===== src/rtl/fetch_pkg.sv =====
// Shared constants and the FIFO entry type for the instruction fetch front end.
package fetch_pkg;

  localparam int INSTR_W = 32;
  localparam int ADDR_W  = 32;
  localparam int PC_STEP = 4;

  typedef struct packed {
    logic [ADDR_W-1:0]  pc;
    logic [INSTR_W-1:0] instr;
  } fetch_entry_t;

endpackage


===== src/rtl/fetch_fifo.sv =====
// Prefetch FIFO of {pc, instr} entries; flush empties it in one cycle.
module fetch_fifo
  import fetch_pkg::*;
#(
  parameter int DEPTH = 4,
  localparam int PTR_W = (DEPTH > 1) ? $clog2(DEPTH) : 1,
  localparam int CNT_W = $clog2(DEPTH + 1)
) (
  input  logic              clk,
  input  logic              rst,
  input  logic              push,
  input  logic              pop,
  input  logic              flush,
  input  fetch_entry_t      push_data,
  output fetch_entry_t      head,
  output logic [CNT_W-1:0]  count
);

  fetch_entry_t     mem [DEPTH];
  logic [PTR_W-1:0] rd_ptr;
  logic [PTR_W-1:0] wr_ptr;
  logic             do_pop;

  assign do_pop = pop && (count != '0);
  assign head   = mem[rd_ptr];

  // Storage is reset so the head reads as zero straight out of reset.
  always_ff @(posedge clk or posedge rst) begin
    if (rst) begin
      rd_ptr <= '0;
      wr_ptr <= '0;
      count  <= '0;
      for (int i = 0; i < DEPTH; i++) mem[i] <= '0;
    end else if (flush) begin
      rd_ptr <= '0;
      wr_ptr <= '0;
      count  <= '0;
    end else begin
      if (push) begin
        mem[wr_ptr] <= push_data;
        wr_ptr      <= wr_ptr + PTR_W'(1);
      end
      if (do_pop) rd_ptr <= rd_ptr + PTR_W'(1);
      case ({push, do_pop})
        2'b10:   count <= count + CNT_W'(1);
        2'b01:   count <= count - CNT_W'(1);
        default: count <= count;
      endcase
    end
  end

endmodule


===== src/rtl/fetch_unit.sv =====
// Instruction fetch front end: PC, in-flight tracking, credit-based issue into a prefetch FIFO.
// Optional performance counters are built when FETCH_PERF_EN is defined.
module fetch_unit
  import fetch_pkg::*;
#(
  parameter int               FIFO_DEPTH = 4,
  parameter logic [ADDR_W-1:0] RESET_PC  = 32'h0000_0000
) (
  input  logic               clk,
  input  logic               rst,
  output logic [ADDR_W-1:0]  imem_addr,
  input  logic [INSTR_W-1:0] imem_data,
  input  logic               redirect_valid,
  input  logic [ADDR_W-1:0]  redirect_pc,
  output logic               out_valid,
  input  logic               out_ready,
  output logic [INSTR_W-1:0] out_instr,
  output logic [ADDR_W-1:0]  out_pc
`ifdef FETCH_PERF_EN
 ,output logic [31:0]        perf_fetch_cnt,
  output logic [31:0]        perf_flush_cnt
`endif
);

  localparam int CNT_W = $clog2(FIFO_DEPTH + 1);

  logic [ADDR_W-1:0] issue_pc;
  logic [ADDR_W-1:0] inflight_pc;
  logic              inflight_v;
  logic [CNT_W-1:0]  count;
  logic [CNT_W:0]    occupancy;
  logic              pop;
  logic              issue;
  fetch_entry_t      push_entry;
  fetch_entry_t      head;

  assign imem_addr = issue_pc >> 2;
  assign pop       = out_valid && out_ready;

  // Entries that will occupy the FIFO next cycle if we do not issue; a new
  // fetch is only allowed while that leaves room for its returning data.
  assign occupancy = {1'b0, count} + {{CNT_W{1'b0}}, inflight_v}
                   - {{CNT_W{1'b0}}, pop};
  assign issue     = !redirect_valid && (occupancy < (CNT_W+1)'(FIFO_DEPTH));

  always_ff @(posedge clk or posedge rst) begin
    if (rst) begin
      issue_pc    <= RESET_PC;
      inflight_v  <= 1'b0;
      inflight_pc <= '0;
    end else if (redirect_valid) begin
      issue_pc    <= redirect_pc & ~ADDR_W'(3);
      inflight_v  <= 1'b0;
    end else if (issue) begin
      inflight_v  <= 1'b1;
      inflight_pc <= issue_pc;
      issue_pc    <= issue_pc + ADDR_W'(PC_STEP);
    end else begin
      inflight_v  <= 1'b0;
    end
  end

  assign push_entry = '{pc: inflight_pc, instr: imem_data};

  // Redirect flushes the FIFO, which also discards returning data and voids any pop.
  fetch_fifo #(
    .DEPTH (FIFO_DEPTH)
  ) u_fifo (
    .clk       (clk),
    .rst       (rst),
    .push      (inflight_v),
    .pop       (pop),
    .flush     (redirect_valid),
    .push_data (push_entry),
    .head      (head),
    .count     (count)
  );

  assign out_valid = (count != '0);
  assign out_instr = head.instr;
  assign out_pc    = head.pc;

`ifdef FETCH_PERF_EN
  always_ff @(posedge clk or posedge rst) begin
    if (rst) begin
      perf_fetch_cnt <= '0;
      perf_flush_cnt <= '0;
    end else begin
      if (issue)          perf_fetch_cnt <= perf_fetch_cnt + 32'd1;
      if (redirect_valid) perf_flush_cnt <= perf_flush_cnt + 32'd1;
    end
  end
`endif

endmodule


===== config.mk =====
export PLATFORM = sky130hd
export DESIGN_NAME = fetch_unit
export DESIGN_NICKNAME = d
export VERILOG_FILES = /design/src/rtl/fetch_pkg.sv /design/src/rtl/fetch_fifo.sv /design/src/rtl/fetch_unit.sv
export SDC_FILE = /design/constraint.sdc
export NUM_CORES = 1
export LEC_CHECK = 0
export BUFFER_PORTS_ARGS = -buffer_cell sky130_fd_sc_hd__buf_2
export CAP_MARGIN = 0
export CORE_UTILIZATION = 61
export DETAILED_ROUTE_END_ITERATION = 10
export HOLD_SLACK_MARGIN = 0.05
export PLACE_DENSITY = 0.84
export SYNTH_ARGS = -nofsm -noshare
export SYNTH_HDL_FRONTEND = slang
export SYNTH_HIERARCHICAL = 1
export SYNTH_SLANG_ARGS = --single-unit
export TNS_END_PERCENT = 20

===== constraint.sdc =====
create_clock -name clk -period 27.2 [get_ports clk]
set_clock_uncertainty 0.15 [all_clocks]
set_input_delay 4.08 -clock clk [delete_from_list [all_inputs] [get_ports clk]]
set_output_delay 4.08 -clock clk [all_outputs]
set_load 0.01 [all_outputs]

==> metrics <==
# setup viols final=0; gpl congestion=0.848; post-synth top area cell=dfrtp_1; Relative slew margins=23.8%; root buf cell=clkbuf_16; max-cap violation count=0; sequential share of power=40.9%; warning count from the yosys run=6; Mapped Area=15,800 µm²; row cnt=58; # hold bufs at CTS=0; pwr dens=117 nW/µm²; die height=163 µm; top cells by instance count after synthesis=dfrtp_1, mux2_4, mux4_2; Worst Max-Slew Pin Slew=1.14 ns; vias per inst=6.00; Power Total=0.00207 W; Post-synth EDFFs=0; pin count of the biggest net entering global routing=128; Peak supply drop=0.0644 mV; Die W=163 µm; IO Count=165; ys async rst share=100%; Clock Tree Buf Depth=3; kind of critical path=flop to primary output; first-pass GRT wire length=53.2 mm; synth unique cells=45; post-route ant nets=0; vias post-DR=8,816; critical path capture point type=primary output; post_cts resized=0; status=finished clean; Final #Nets=1,193; worst-path fanout max=40; Syn-to-layout area delta=11.7%; cells after synthesis=962; switch share=29.9%; Synth Area in Adders=0.758%; Die Area=26,600 µm²; Fmax achieved=141 MHz; Detailed Routing Iterations Pass 1=5; IO Port Bufs=160; unrepaired setup endpoints after global routing=no; syn avg cell area=16.5 µm²; ys flop type=dfrtp_1; most instantiated library cell after synthesis=dfrtp_1; clk_lat worst skew=0.50 ns; number of diodes=0; Routed wire per std cell=22.0 µm; Synth Area in Simple Gates=4.71%; clock buffer count from CTS=36; initial core utilization=62.5%; register area share after synthesis=51.2%; post-synthesis mux area share=35.3%; clock share of power=23.7%; Hold Crit Class=flop to flop; P_int=0.00145 W; Non-Filler Instances=1,469; complex-gate fraction of the synthesized area=2.05%; Synth area leaders=dfrtp_1, mux2_4, mux4_2; Detail Placement HPWL=18.4 mm; P_leak=8.69 nW; fin. max-slew vios=0; DRC errors left=0; P_sw=0.000619 W; area share of xor/xnor cells in the synthesized design=1.27%; CTS H-tree lvls=2; min Tclk post-route=7.08 ns; Inst Count DP=1,408; final period utilization=26.0%; vias in the first global route=9,663; final hold vios=0; dpl ws=19.77 ns; Crit path required time=22.97 ns; Worst Path Arrival=2.85 ns; main combinational cell family by area after synthesis=multiplexers; startpoint types=flop; global-route usage over all layers=25.5%; Placeable Area=25,300 µm²; clk sinks=324; Seq cells post-synth=324; total grt overflow=0; DR iter-0 viols=629; setup TNS=0 ns; clock slew at reported path FFs=0.06 ns; layout cells sized above 1=51.5%; final worst slack=20.12 ns; setup bufs post-CTS=0; initial antenna violation count=0; Synth top area share=51.2%; routed wire length=32.3 mm; CTS tree=built; combinational power share=35.4%
==> cell type report <==
cell class,count,area (µm²)
multi-input cells,570,7040
fillers,1644,7640
clock inverters,5,103
clock buffers,56,1100
well taps,330,413
flip-flops and latches,324,8120
repair buffers,167,853
inverters,17,71.3
==> power by group through the flow <==
stage                     clock (W)  combinational, W  sequential (W)
after floorplan                   0          0.000606        0.000789
after global routing       0.000522          0.000784        0.000874
after CTS                  0.000501          0.000739        0.000846
final                      0.000490          0.000733        0.000848
after detailed placement          0          0.000732        0.000845
after global placement            0          0.000708        0.000829
==> per-stage QoR <==
step,hold WS [ns],utilization [%],cell area (µm²)
final,0.352,69.8,17700
after global routing,0.366,69.8,17700
after CTS,0.354,69.8,17700
after detailed placement,0.339,65.1,16500
after global placement,0.332,65.1,16500
after floorplan,0.324,-,15900
==> per-layer routing <==
layer  GRT usage (%)  part of all wire [%]  routed length (µm)
met1            36.7                    45               14500
met2            40.3                    47               15300
met3            4.49                   5.9                1900
met4            6.37                   1.9                 629
met5               0                     0                   0
==> worst paths after layout <==
kind                                               from                     endpoint  slack [ns]  cells after the start
hold / removal              u_fifo/mem[190]$_DFFE_PP0P_  u_fifo/mem[190]$_DFFE_PP0P_        0.35                      1
setup / recovery           u_fifo/rd_ptr[0]$_DFFE_PP0P_                   out_pc[16]       20.12                      3
setup reg to reg            u_fifo/count[1]$_DFFE_PP0P_     issue_pc[25]$_DFFE_PP0P_       23.05                     11
min in group asynchronous                           rst  u_fifo/mem[110]$_DFFE_PP0P_        3.64                      2
hold reg to reg             u_fifo/mem[190]$_DFFE_PP0P_  u_fifo/mem[190]$_DFFE_PP0P_        0.35                      1
max in group asynchronous                           rst   u_fifo/mem[16]$_DFFE_PP0P_       20.95                      4
==> placed cells by master, fill, tap and decap left out, drive strengths merged, types with 10 or more instances in the layout <==
| master | Yosys | layout |
|---|---|---|
| dfrtp | 324 | 324 |
| mux2 | 286 | 286 |
| buf | 50 | 167 |
| mux4 | 64 | 64 |
| clkbuf | 10 | 56 |
| nand2 | 33 | 33 |
| o21ai | 26 | 26 |
| nor2 | 23 | 23 |
| xnor2 | 21 | 21 |
| inv | 17 | 17 |
| nand3 | 16 | 16 |
| a31oi | 12 | 12 |
| nor4 | 11 | 11 |
| conb | 1 | 10 |
==> cell families after synthesis <==
kind of cell,count (synthesis)
AO/OA/AOI/OAI,53
XOR/XNOR,23
adder cells (fa/ha/maj),9
buffers and inverters,77
flip-flops,324
multiplexers,352
other,1
AND/OR/NAND/NOR,123
==> sequential cells by signal, summed over array words and instances, names as in the netlist <==
register	flops
inflight_pc	30
inflight_v	1
u_fifo/count	3
u_fifo/mem	256
u_fifo/wr_ptr	2
u_fifo/rd_ptr	2
issue_pc	30
==> worst max-delay path, cell delays in order, from the launching register on <==
cell and delay [ns]:
dfrtp_4 0.76, buf_4 0.78, mux4_2 0.63, buf_2 0.16
No activity file was read; power rests on OpenSTA's default activity.
